--- config.mk ---
export PLATFORM = sky130hd
export DESIGN_NAME = trace_capture_flat
export DESIGN_NICKNAME = d
export VERILOG_FILES = /design/src/rtl/carbon_trace_pkg.sv /design/src/rtl/trace_capture_if.sv /design/src/rtl/trace_fifo.sv /design/src/rtl/trace_capture.sv /design/src/flat_wrapper.sv
export SDC_FILE = /design/constraint.sdc
export NUM_CORES = 1
export LEC_CHECK = 0
export ABC_AREA = 1
export CORE_MARGIN = 5
export CORE_UTILIZATION = 57
export CTS_BUF_LIST = sky130_fd_sc_hd__clkbuf_8 sky130_fd_sc_hd__clkbuf_16
export CTS_CLUSTER_DIAMETER = 40
export DETAILED_ROUTE_END_ITERATION = 10
export PLACE_DENSITY = 0.79
export REMOVE_ABC_BUFFERS = 1
export SKIP_LAST_GASP = 1
export SYNTH_ARGS = -nofsm -noshare
export SYNTH_HDL_FRONTEND = slang
export SYNTH_SLANG_ARGS = --single-unit
--- constraint.sdc ---
create_clock -name clk -period 2.15 [get_ports clk]
set_input_delay 0.215 -clock clk [delete_from_list [all_inputs] [get_ports clk]]
set_output_delay 0.215 -clock clk [all_outputs]
set_load 0.005 [all_outputs]
--- src/rtl/carbon_trace_pkg.sv ---
// Shared trace record definitions: field offsets, packed record type and packer.
// Producers (trace_capture) and consumers (trace_ring) decode with the same view.
package carbon_trace_pkg;

   localparam int TS_LSB      = 0;
   localparam int TS_W        = 32;
   localparam int PC_LSB      = 32;
   localparam int PC_W        = 32;
   localparam int PAYLOAD_LSB = 64;
   localparam int PAYLOAD_W   = 32;
   localparam int KIND_LSB    = 96;
   localparam int KIND_W      = 4;
   localparam int SRC_LSB     = 100;
   localparam int SRC_FLD_W   = 4;
   localparam int SEQ_LSB     = 104;
   localparam int SEQ_W       = 8;
   localparam int DROPS_LSB   = 112;
   localparam int DROPS_W     = 8;
   localparam int MARK_BIT    = 127;
   localparam int REC_BITS    = 128;

   // Declared MSB first, so ts lands in bits [31:0].
   typedef struct packed {
      logic         mark;
      logic [6:0]   zero;
      logic [7:0]   drops;
      logic [7:0]   seq;
      logic [3:0]   src;
      logic [3:0]   kind;
      logic [31:0]  payload;
      logic [31:0]  pc;
      logic [31:0]  ts;
   } trace_rec_t;

   function automatic trace_rec_t trace_pack(
      input logic [31:0] ts,
      input logic [31:0] pc,
      input logic [31:0] payload,
      input logic [3:0]  kind,
      input logic [3:0]  src,
      input logic [7:0]  seq,
      input logic [7:0]  drops
   );
      trace_rec_t rec;
      rec.mark    = 1'b1;
      rec.zero    = 7'd0;
      rec.drops   = drops;
      rec.seq     = seq;
      rec.src     = src;
      rec.kind    = kind;
      rec.payload = payload;
      rec.pc      = pc;
      rec.ts      = ts;
      return rec;
   endfunction

endpackage

--- src/rtl/trace_capture_if.sv ---
// Event strobe inputs and the ready/valid trace record stream of trace_capture.
interface trace_capture_if #(
   parameter int SRC_W = 4,
   parameter int REC_W = 128
);
   logic             ev_valid;
   logic [SRC_W-1:0] ev_src;
   logic [3:0]       ev_kind;
   logic [31:0]      ev_pc;
   logic [31:0]      ev_payload;
   logic             trace_valid;
   logic             trace_ready;
   logic [REC_W-1:0] trace_data;

   modport master (
      input  ev_valid, ev_src, ev_kind, ev_pc, ev_payload, trace_ready,
      output trace_valid, trace_data
   );

   modport slave (
      output ev_valid, ev_src, ev_kind, ev_pc, ev_payload, trace_ready,
      input  trace_valid, trace_data
   );
endinterface

--- src/rtl/trace_fifo.sv ---
// Synchronous FIFO with modulo-DEPTH pointers (any DEPTH >= 2) that accepts a
// push while full as long as the same cycle pops.
module trace_fifo #(
   parameter int WIDTH = 128,
   parameter int DEPTH = 4
) (
   input  logic                       clk,
   input  logic                       rst_n,
   input  logic                       push,
   input  logic [WIDTH-1:0]           din,
   input  logic                       pop,
   output logic [WIDTH-1:0]           dout,
   output logic                       full,
   output logic                       empty,
   output logic [$clog2(DEPTH+1)-1:0] count
);
   localparam int PTR_W = $clog2(DEPTH);
   localparam int CNT_W = $clog2(DEPTH+1);

   logic [WIDTH-1:0] mem_r [DEPTH];
   logic [PTR_W-1:0] wr_ptr_r;
   logic [PTR_W-1:0] rd_ptr_r;
   logic [CNT_W-1:0] count_r;
   logic             pop_s;
   logic             push_s;

   assign empty  = (count_r == {CNT_W{1'b0}});
   assign full   = (count_r == CNT_W'(DEPTH));
   assign count  = count_r;
   assign dout   = mem_r[rd_ptr_r];
   assign pop_s  = pop && !empty;
   assign push_s = push && (!full || pop_s);

   // Storage, pointers and occupancy; a write at full reuses the slot being popped.
   always_ff @(posedge clk or negedge rst_n) begin
      if (!rst_n) begin
         wr_ptr_r <= {PTR_W{1'b0}};
         rd_ptr_r <= {PTR_W{1'b0}};
         count_r  <= {CNT_W{1'b0}};
         for (int i = 0; i < DEPTH; i++) begin
            mem_r[i] <= {WIDTH{1'b0}};
         end
      end else begin
         if (push_s) begin
            mem_r[wr_ptr_r] <= din;
            wr_ptr_r <= (wr_ptr_r == PTR_W'(DEPTH-1)) ? {PTR_W{1'b0}} : wr_ptr_r + PTR_W'(1);
         end
         if (pop_s) begin
            rd_ptr_r <= (rd_ptr_r == PTR_W'(DEPTH-1)) ? {PTR_W{1'b0}} : rd_ptr_r + PTR_W'(1);
         end
         case ({push_s, pop_s})
            2'b10:   count_r <= count_r + CNT_W'(1);
            2'b01:   count_r <= count_r - CNT_W'(1);
            default: count_r <= count_r;
         endcase
      end
   end
endmodule

--- src/rtl/trace_capture.sv ---
// Stamps fire-and-forget debug events into 128-bit trace records, buffers them,
// and counts the events lost while the buffer is full.
module trace_capture
   import carbon_trace_pkg::*;
#(
   parameter int REC_W = 128,
   parameter int DEPTH = 4,
   parameter int SRC_W = 4
) (
   input  logic                clk,
   input  logic                rst_n,
   input  logic                enable,
   input  logic                clear_drop,
   trace_capture_if.master     tif,
   output logic [15:0]         drop_count,
   output logic                overflow
);
   localparam int CNT_W = $clog2(DEPTH+1);

   logic [31:0]      ts_r;
   logic [7:0]       seq_r;
   logic [7:0]       since_r;
   logic [3:0]       src_ext_s;
   trace_rec_t       rec_s;
   logic             ev_fire_s;
   logic             pop_s;
   logic             accept_s;
   logic             drop_s;
   logic             full_s;
   logic             empty_s;
   logic [CNT_W-1:0] count_s;

   // Zero-extend the source ID into the fixed 4-bit record field.
   always_comb begin
      src_ext_s = 4'b0000;
      src_ext_s[SRC_W-1:0] = tif.ev_src;
   end

   assign rec_s     = trace_pack(ts_r, tif.ev_pc, tif.ev_payload, tif.ev_kind,
                                 src_ext_s, seq_r, since_r);
   assign ev_fire_s = tif.ev_valid && enable;
   assign pop_s     = !empty_s && tif.trace_ready;
   assign accept_s  = ev_fire_s && ((count_s < CNT_W'(DEPTH)) || pop_s);
   assign drop_s    = ev_fire_s && full_s && !pop_s;

   assign tif.trace_valid = !empty_s;

   trace_fifo #(
      .WIDTH (REC_W),
      .DEPTH (DEPTH)
   ) u_fifo (
      .clk   (clk),
      .rst_n (rst_n),
      .push  (accept_s),
      .din   (rec_s),
      .pop   (pop_s),
      .dout  (tif.trace_data),
      .full  (full_s),
      .empty (empty_s),
      .count (count_s)
   );

   // Free-running timestamp, independent of enable.
   always_ff @(posedge clk or negedge rst_n) begin
      if (!rst_n) begin
         ts_r <= 32'd0;
      end else begin
         ts_r <= ts_r + 32'd1;
      end
   end

   // Sequence number advances per accepted record; drops_since saturates between records.
   always_ff @(posedge clk or negedge rst_n) begin
      if (!rst_n) begin
         seq_r   <= 8'd0;
         since_r <= 8'd0;
      end else if (accept_s) begin
         seq_r   <= seq_r + 8'd1;
         since_r <= 8'd0;
      end else if (drop_s && (since_r != 8'hFF)) begin
         since_r <= since_r + 8'd1;
      end else begin
         since_r <= since_r;
      end
   end

   // Global drop tally; a drop coinciding with clear_drop restarts the count at 1.
   always_ff @(posedge clk or negedge rst_n) begin
      if (!rst_n) begin
         drop_count <= 16'd0;
         overflow   <= 1'b0;
      end else if (drop_s) begin
         overflow <= 1'b1;
         if (clear_drop) begin
            drop_count <= 16'd1;
         end else if (drop_count != 16'hFFFF) begin
            drop_count <= drop_count + 16'd1;
         end else begin
            drop_count <= drop_count;
         end
      end else if (clear_drop) begin
         drop_count <= 16'd0;
         overflow   <= 1'b0;
      end else begin
         drop_count <= drop_count;
         overflow   <= overflow;
      end
   end
endmodule
--- src/flat_wrapper.sv ---
// flat-port wrapper written by rule: the top's interface ports become plain ports
module trace_capture_flat import carbon_trace_pkg::*;
#(
   parameter int REC_W = 128,
   parameter int DEPTH = 4,
   parameter int SRC_W = 4
)
  (clk, rst_n, enable, clear_drop, drop_count, overflow, tif_ev_valid, tif_ev_src, tif_ev_kind, tif_ev_pc, tif_ev_payload, tif_trace_ready, tif_trace_valid, tif_trace_data);
  trace_capture_if #(.SRC_W(SRC_W), .REC_W(REC_W)) tif_i ();
  input  logic clk;
  input  logic rst_n;
  input  logic enable;
  input  logic clear_drop;
  output logic [15:0] drop_count;
  output logic overflow;
  input wire logic [$bits(tif_i.ev_valid)-1:0] tif_ev_valid;
  input wire logic [$bits(tif_i.ev_src)-1:0] tif_ev_src;
  input wire logic [$bits(tif_i.ev_kind)-1:0] tif_ev_kind;
  input wire logic [$bits(tif_i.ev_pc)-1:0] tif_ev_pc;
  input wire logic [$bits(tif_i.ev_payload)-1:0] tif_ev_payload;
  input wire logic [$bits(tif_i.trace_ready)-1:0] tif_trace_ready;
  output wire logic [$bits(tif_i.trace_valid)-1:0] tif_trace_valid;
  output wire logic [$bits(tif_i.trace_data)-1:0] tif_trace_data;
  assign tif_i.ev_valid = tif_ev_valid;
  assign tif_i.ev_src = tif_ev_src;
  assign tif_i.ev_kind = tif_ev_kind;
  assign tif_i.ev_pc = tif_ev_pc;
  assign tif_i.ev_payload = tif_ev_payload;
  assign tif_i.trace_ready = tif_trace_ready;
  assign tif_trace_valid = tif_i.trace_valid;
  assign tif_trace_data = tif_i.trace_data;
  trace_capture #(.REC_W(REC_W), .DEPTH(DEPTH), .SRC_W(SRC_W)) u_core (.clk(clk), .rst_n(rst_n), .enable(enable), .clear_drop(clear_drop), .tif(tif_i), .drop_count(drop_count), .overflow(overflow));
endmodule
==> report_table.html <==
<table>
<tr><th>Metric</th><th>Value</th></tr>
<tr><th colspan="2">Logic synthesis</th></tr>
<tr><td>Leading post-synthesis cells by cell area</td><td>sky130_fd_sc_hd__dfrtp_1, sky130_fd_sc_hd__nand2_1, sky130_fd_sc_hd__o21ai_0</td></tr>
<tr><td>Total of flip-flops plus latches after synthesis</td><td>about 560</td></tr>
<tr><td>Sequential cell area fraction in the yosys report</td><td>between 50% and 60%</td></tr>
<tr><td>Simple-gate portion of the synthesized area</td><td>16.8%</td></tr>
<tr><td>Number of enable-type register cells in the synthesized netlist</td><td>0</td></tr>
<tr><td>Asr flop ratio synth</td><td>100%</td></tr>
<tr><td>Main combinational cell family by area after synthesis</td><td>compound AO/OA/AOI/OAI gates</td></tr>
<tr><td>Mapped Cells</td><td>about 2900</td></tr>
<tr><td>Cell type contributing the most total cell area after synthesis</td><td>sky130_fd_sc_hd__dfrtp_1</td></tr>
<tr><td>Xor and xnor area share after synthesis</td><td>1.14%</td></tr>
<tr><td>Cell area after synthesis</td><td>24700 µm²</td></tr>
<tr><td>Number of library cell types mapped by synthesis</td><td>33</td></tr>
<tr><td>Syn avg cell area</td><td>between 8 and 9 µm²</td></tr>
<tr><td>Post-synthesis share of cell area spent on full adders, half adders and majority gates</td><td>less than 1%</td></tr>
<tr><td>Mux contribution to synthesized area</td><td>0%</td></tr>
<tr><td>Count of yosys warnings during synthesis</td><td>0</td></tr>
<tr><td>Most used flip-flop cell after synthesis</td><td>sky130_fd_sc_hd__dfrtp_1</td></tr>
<tr><td>Compound-gate portion of the synthesized area</td><td>a little under a fifth</td></tr>
<tr><td>Area share of the largest cell type after synthesis</td><td>56.4%</td></tr>
<tr><th colspan="2">GRT</th></tr>
<tr><td>Remaining global-route overflow</td><td>0</td></tr>
<tr><td>Met3 track demand over resource</td><td>approximately 5.2%</td></tr>
<tr><td>Met1 layer usage reported by global route</td><td>between 40% and 50%</td></tr>
<tr><td>Vias in the first global route</td><td>22500</td></tr>
<tr><td>Global routing usage on met2</td><td>between 50% and 60%</td></tr>
<tr><td>Wire length of the first global-routing pass</td><td>119000 µm</td></tr>
<tr><td>Total routing resource utilization after global routing</td><td>roughly 31%</td></tr>
<tr><td>Most congested layer reported by global routing</td><td>met2</td></tr>
<tr><td>Initial antenna violation count</td><td>0</td></tr>
<tr><td>Maximum number of pins on one net before global-route repair</td><td>around 110</td></tr>
<tr><th colspan="2">Finish</th></tr>
<tr><td>Antenna diodes</td><td>0</td></tr>
<tr><td>Non-filler instance count after layout</td><td>approximately 3800</td></tr>
<tr><td>Area growth from synthesis to layout</td><td>35.0%</td></tr>
<tr><td>Final net count</td><td>~3300</td></tr>
<tr><td>Fraction of final layout cells sized beyond drive strength 1</td><td>22.1%</td></tr>
<tr><td>Final std cell area, no fill</td><td>between 30000 and 40000 µm²</td></tr>
<tr><td>Fill cell instance count of the final layout</td><td>roughly 2700</td></tr>
<tr><th colspan="2">Clock network</th></tr>
<tr><td>Number of buffers inserted during clock tree synthesis</td><td>79</td></tr>
<tr><td>Clock latency at the later pin of the worst-skew pair</td><td>610 ps</td></tr>
<tr><td>CTS H-tree lvls</td><td>3</td></tr>
<tr><td>Clock-pin slew on the worst setup and hold paths</td><td>60 ps</td></tr>
<tr><td>Clock Path Buffers</td><td>3</td></tr>
<tr><td>CTS tree</td><td>yes</td></tr>
<tr><td>Number of clock sinks</td><td>556</td></tr>
<tr><td>Clock Root Buffer</td><td>sky130_fd_sc_hd__clkbuf_16</td></tr>
<tr><th colspan="2">Drt</th></tr>
<tr><td>Wirelength, routed</td><td>~81000 µm</td></tr>
<tr><td>Number of vias in the routed layout</td><td>approximately 23000</td></tr>
<tr><td>Number of DRC violations after detailed-routing iteration 0</td><td>2881</td></tr>
<tr><td>Ratio of routed vias to standard cells</td><td>6.05</td></tr>
<tr><td>Post-DR wirelength/cell</td><td>21.1 µm</td></tr>
<tr><td>Antenna Violating Nets Remaining</td><td>0</td></tr>
<tr><td>Pre-antenna DRT Iters</td><td>8</td></tr>
<tr><td>Number of design rule violations left after detail routing</td><td>0</td></tr>
<tr><th colspan="2">Hold path</th></tr>
<tr><td>Hold WC Path Type</td><td>input port to async pin</td></tr>
<tr><th colspan="2">Pwr</th></tr>
<tr><td>Leakage component of the power</td><td>roughly 0.015 µW</td></tr>
<tr><td>Pwr Total</td><td>between 50000 and 60000 µW</td></tr>
<tr><td>Maximum ir drop on the vdd rail</td><td>around 1.2 mV</td></tr>
<tr><td>Pwr dens</td><td>~1600 nW/µm²</td></tr>
<tr><th colspan="2">Placed design</th></tr>
<tr><td>Hpwl dp</td><td>between 30000 and 40000 µm</td></tr>
<tr><td>Port-buffer cells</td><td>216</td></tr>
<tr><td>Routability-driven placement congestion ratio</td><td>0.905</td></tr>
<tr><td>Placed Cells incl. Taps</td><td>~3500</td></tr>
<tr><td>Cell area after placement</td><td>27600 µm²</td></tr>
<tr><td>Worst slack, placed</td><td>-31.4 ps</td></tr>
<tr><th colspan="2">Outcome</th></tr>
<tr><td>Violations in the final reports</td><td>setup timing</td></tr>
<tr><td>Result of the run</td><td>finished with violations</td></tr>
<tr><th colspan="2">Worst setup path</th></tr>
<tr><td>Worst Path Arrival</td><td>approximately 2300 ps</td></tr>
<tr><td>Number of cells on the worst reg-to-reg path</td><td>8</td></tr>
<tr><td>Required time at the endpoint of the critical path</td><td>1930 ps</td></tr>
<tr><td>Crit-path max FO</td><td>6</td></tr>
<tr><td>Category of the critical setup timing path</td><td>flop to output pin</td></tr>
<tr><td>Nature of the critical path endpoint</td><td>output pin</td></tr>
<tr><td>Crit start category</td><td>flop</td></tr>
<tr><th colspan="2">STA</th></tr>
<tr><td>Number of failing setup endpoints in the final timing report</td><td>between 100 and 150</td></tr>
<tr><td>Min Tclk post-route</td><td>~2500 ps</td></tr>
<tr><td>Worst max-slew margin expressed relative to the limit</td><td>61.8%</td></tr>
<tr><td>Setup repair after global routing missed its margin</td><td>true</td></tr>
<tr><td>Slew at the pin closest to its max-slew limit</td><td>~570 ps</td></tr>
<tr><td>Min setup slack post-route</td><td>-317 ps</td></tr>
<tr><td>Sum of negative setup slack</td><td>-14890 ps</td></tr>
<tr><td>Setup clock skew after layout</td><td>15.6 ps</td></tr>
<tr><td>Max-slew violations</td><td>0</td></tr>
<tr><td>Upper clock frequency limit</td><td>405 MHz</td></tr>
<tr><td>Final period util</td><td>115%</td></tr>
<tr><td>Number of hold violations in the final report</td><td>0</td></tr>
<tr><th colspan="2">Floorplan</th></tr>
<tr><td>Horizontal extent of the die</td><td>between 200 and 250 µm</td></tr>
<tr><td>Site Rows</td><td>76</td></tr>
<tr><td>Count of boundary I/O pins</td><td>~220</td></tr>
<tr><td>Height of the die</td><td>~220 µm</td></tr>
<tr><td>Starting Density</td><td>between 50 and 60%</td></tr>
<tr><td>Core ar.</td><td>43000 µm²</td></tr>
<tr><td>Full die area</td><td>between 40000 and 50000 µm²</td></tr>
<tr><th colspan="2">Flow run</th></tr>
<tr><td>Reported max-cap violation count</td><td>0</td></tr>
</table>
-- cells by family (layout without fill, tap and decap cells) --
group | count (synthesis) | count (layout)
xor gates and xnor gates | 32 | 32
buffers and inverters | 350 | 715
other | 1 | 7
DFF | 556 | 556
and+or+nand+nor | 1044 | 1044
AOI/OAI and AO/OA | 875 | 875
adders and majority gates | 11 | 11
-- flip-flops by register name, indices dropped and copies added, names as in the netlist --
register	count
u_core.u_fifo.wr_ptr_r	2
u_core.u_fifo.count	3
u_core.since_r	8
u_core.drop_count	16
u_core.seq_r	8
u_core.u_fifo.mem_r	484
u_core.ts_r	32
u_core.u_fifo.rd_ptr_r	2
u_core.overflow	1
-- what timing repair did --
action | in CTS | in global routing
setup endpoints to repair | 121 | 121
hold endpoints to repair | 77 | 0
buffers inserted | 42 | 38
hold buffers | 1 | 0
pin swaps | 65 | 112
resized for setup | 567 | 443
cloned | 36 | 22
-- routing by layer --
layer / vias up / wire, µm
li1: 10200 / -
met1: 11300 / 30500
met2: 1395 / 39900
met3: 269 / 6730
met4: 0 / 3410
met5: - / 0
-- Yosys cell counts, types with 2 or more instances --
cell type                  number
sky130_fd_sc_hd__nor3_1        18
sky130_fd_sc_hd__inv_2          4
sky130_fd_sc_hd__o21ai_1      287
sky130_fd_sc_hd__buf_6         20
sky130_fd_sc_hd__ha_1          10
sky130_fd_sc_hd__inv_1        150
sky130_fd_sc_hd__dfrtp_1      556
sky130_fd_sc_hd__nand2_2        4
sky130_fd_sc_hd__nand2_1      664
sky130_fd_sc_hd__nand3_2        2
sky130_fd_sc_hd__nor2_4         3
sky130_fd_sc_hd__o22ai_1      121
sky130_fd_sc_hd__clkbuf_1      68
sky130_fd_sc_hd__nor2_1       294
sky130_fd_sc_hd__xor2_1        28
sky130_fd_sc_hd__buf_2         82
sky130_fd_sc_hd__o21ai_0      458
sky130_fd_sc_hd__nor2_2         7
sky130_fd_sc_hd__nand3_1       34
sky130_fd_sc_hd__buf_4         23
sky130_fd_sc_hd__nand2_4        5
sky130_fd_sc_hd__xnor2_1        4
sky130_fd_sc_hd__inv_4          2
sky130_fd_sc_hd__nand4_1       10
sky130_fd_sc_hd__a21oi_1        5
sky130_fd_sc_hd__o21ai_2        3
-- final cells by class --
| class | instances | area [µm²] | share of cell area, % |
|---|---|---|---|
| clock buffer | 85 | 2060 | 6.18 |
| clock inverter | 61 | 637 | 1.91 |
| inverter | 157 | 617 | 1.85 |
| multi-input combinational | 1969 | 10300 | 31.0 |
| sequential | 556 | 13900 | 41.8 |
| tap | 585 | 732 | 2.20 |
| timing repair buffer | 410 | 4980 | 14.9 |
| timing repair inverter | 2 | 36.3 | 0.109 |
-- through the flow --
stage	util, %	hold slack [ps]
final	77.5	138
after global routing	77.5	182
after CTS	74.3	162
after detailed placement	64.1	208
after global placement	64.1	206
after floorplan	-	-80.6
-- worst max-delay path, cell delays in order (launching register included) --
cell                       delay, ps
sky130_fd_sc_hd__dfrtp_4         550
sky130_fd_sc_hd__buf_12          180
sky130_fd_sc_hd__clkinv_8         90
sky130_fd_sc_hd__buf_16          160
sky130_fd_sc_hd__buf_12          120
sky130_fd_sc_hd__o21ai_1         210
sky130_fd_sc_hd__o22ai_2         160
sky130_fd_sc_hd__buf_2           150
-- report_power, final --
part	switching [µW]	leakage (µW)	internal [µW]
clock	5260	0.00132	7920
sequential	2540	0.00721	13900
combinational	12400	0.00687	11100
total	20200	0.0154	33000
-- cells in the final DEF, fill, tap and decap left out, drive strengths merged --
cell type,n
o22ai,121
nor3,19
nand2,673
ha,10
clkdlybuf4s50,94
nor2,304
inv,175
clkinv,27
xor2,28
conb,7
nand4,11
fa,1
o21ai,748
xnor2,4
bufinv,7
or2,1
dfrtp,556
clkbuf,112
dlygate4sd3,1
clkinvlp,11
nand3,36
buf,288
a21oi,5
a21o,1
-- final timing paths --
kind | start | to | slack (ps)
worst max-delay path | u_core.u_fifo.rd_ptr_r[0] | tif_trace_data[18] | -320
worst min-delay path | rst_n | u_core.u_fifo.mem_r[466] | 140
worst max register to register | u_core.u_fifo.count[2] | u_core.u_fifo.count[2] | 280
worst min register to register | u_core.ts_r[31] | u_core.ts_r[31] | 480
max in group asynchronous | rst_n | u_core.u_fifo.mem_r[285] | 1130
min in group clk | tif_ev_payload[16] | u_core.u_fifo.mem_r[208] | 220
(Power assumes the default switching activity.)
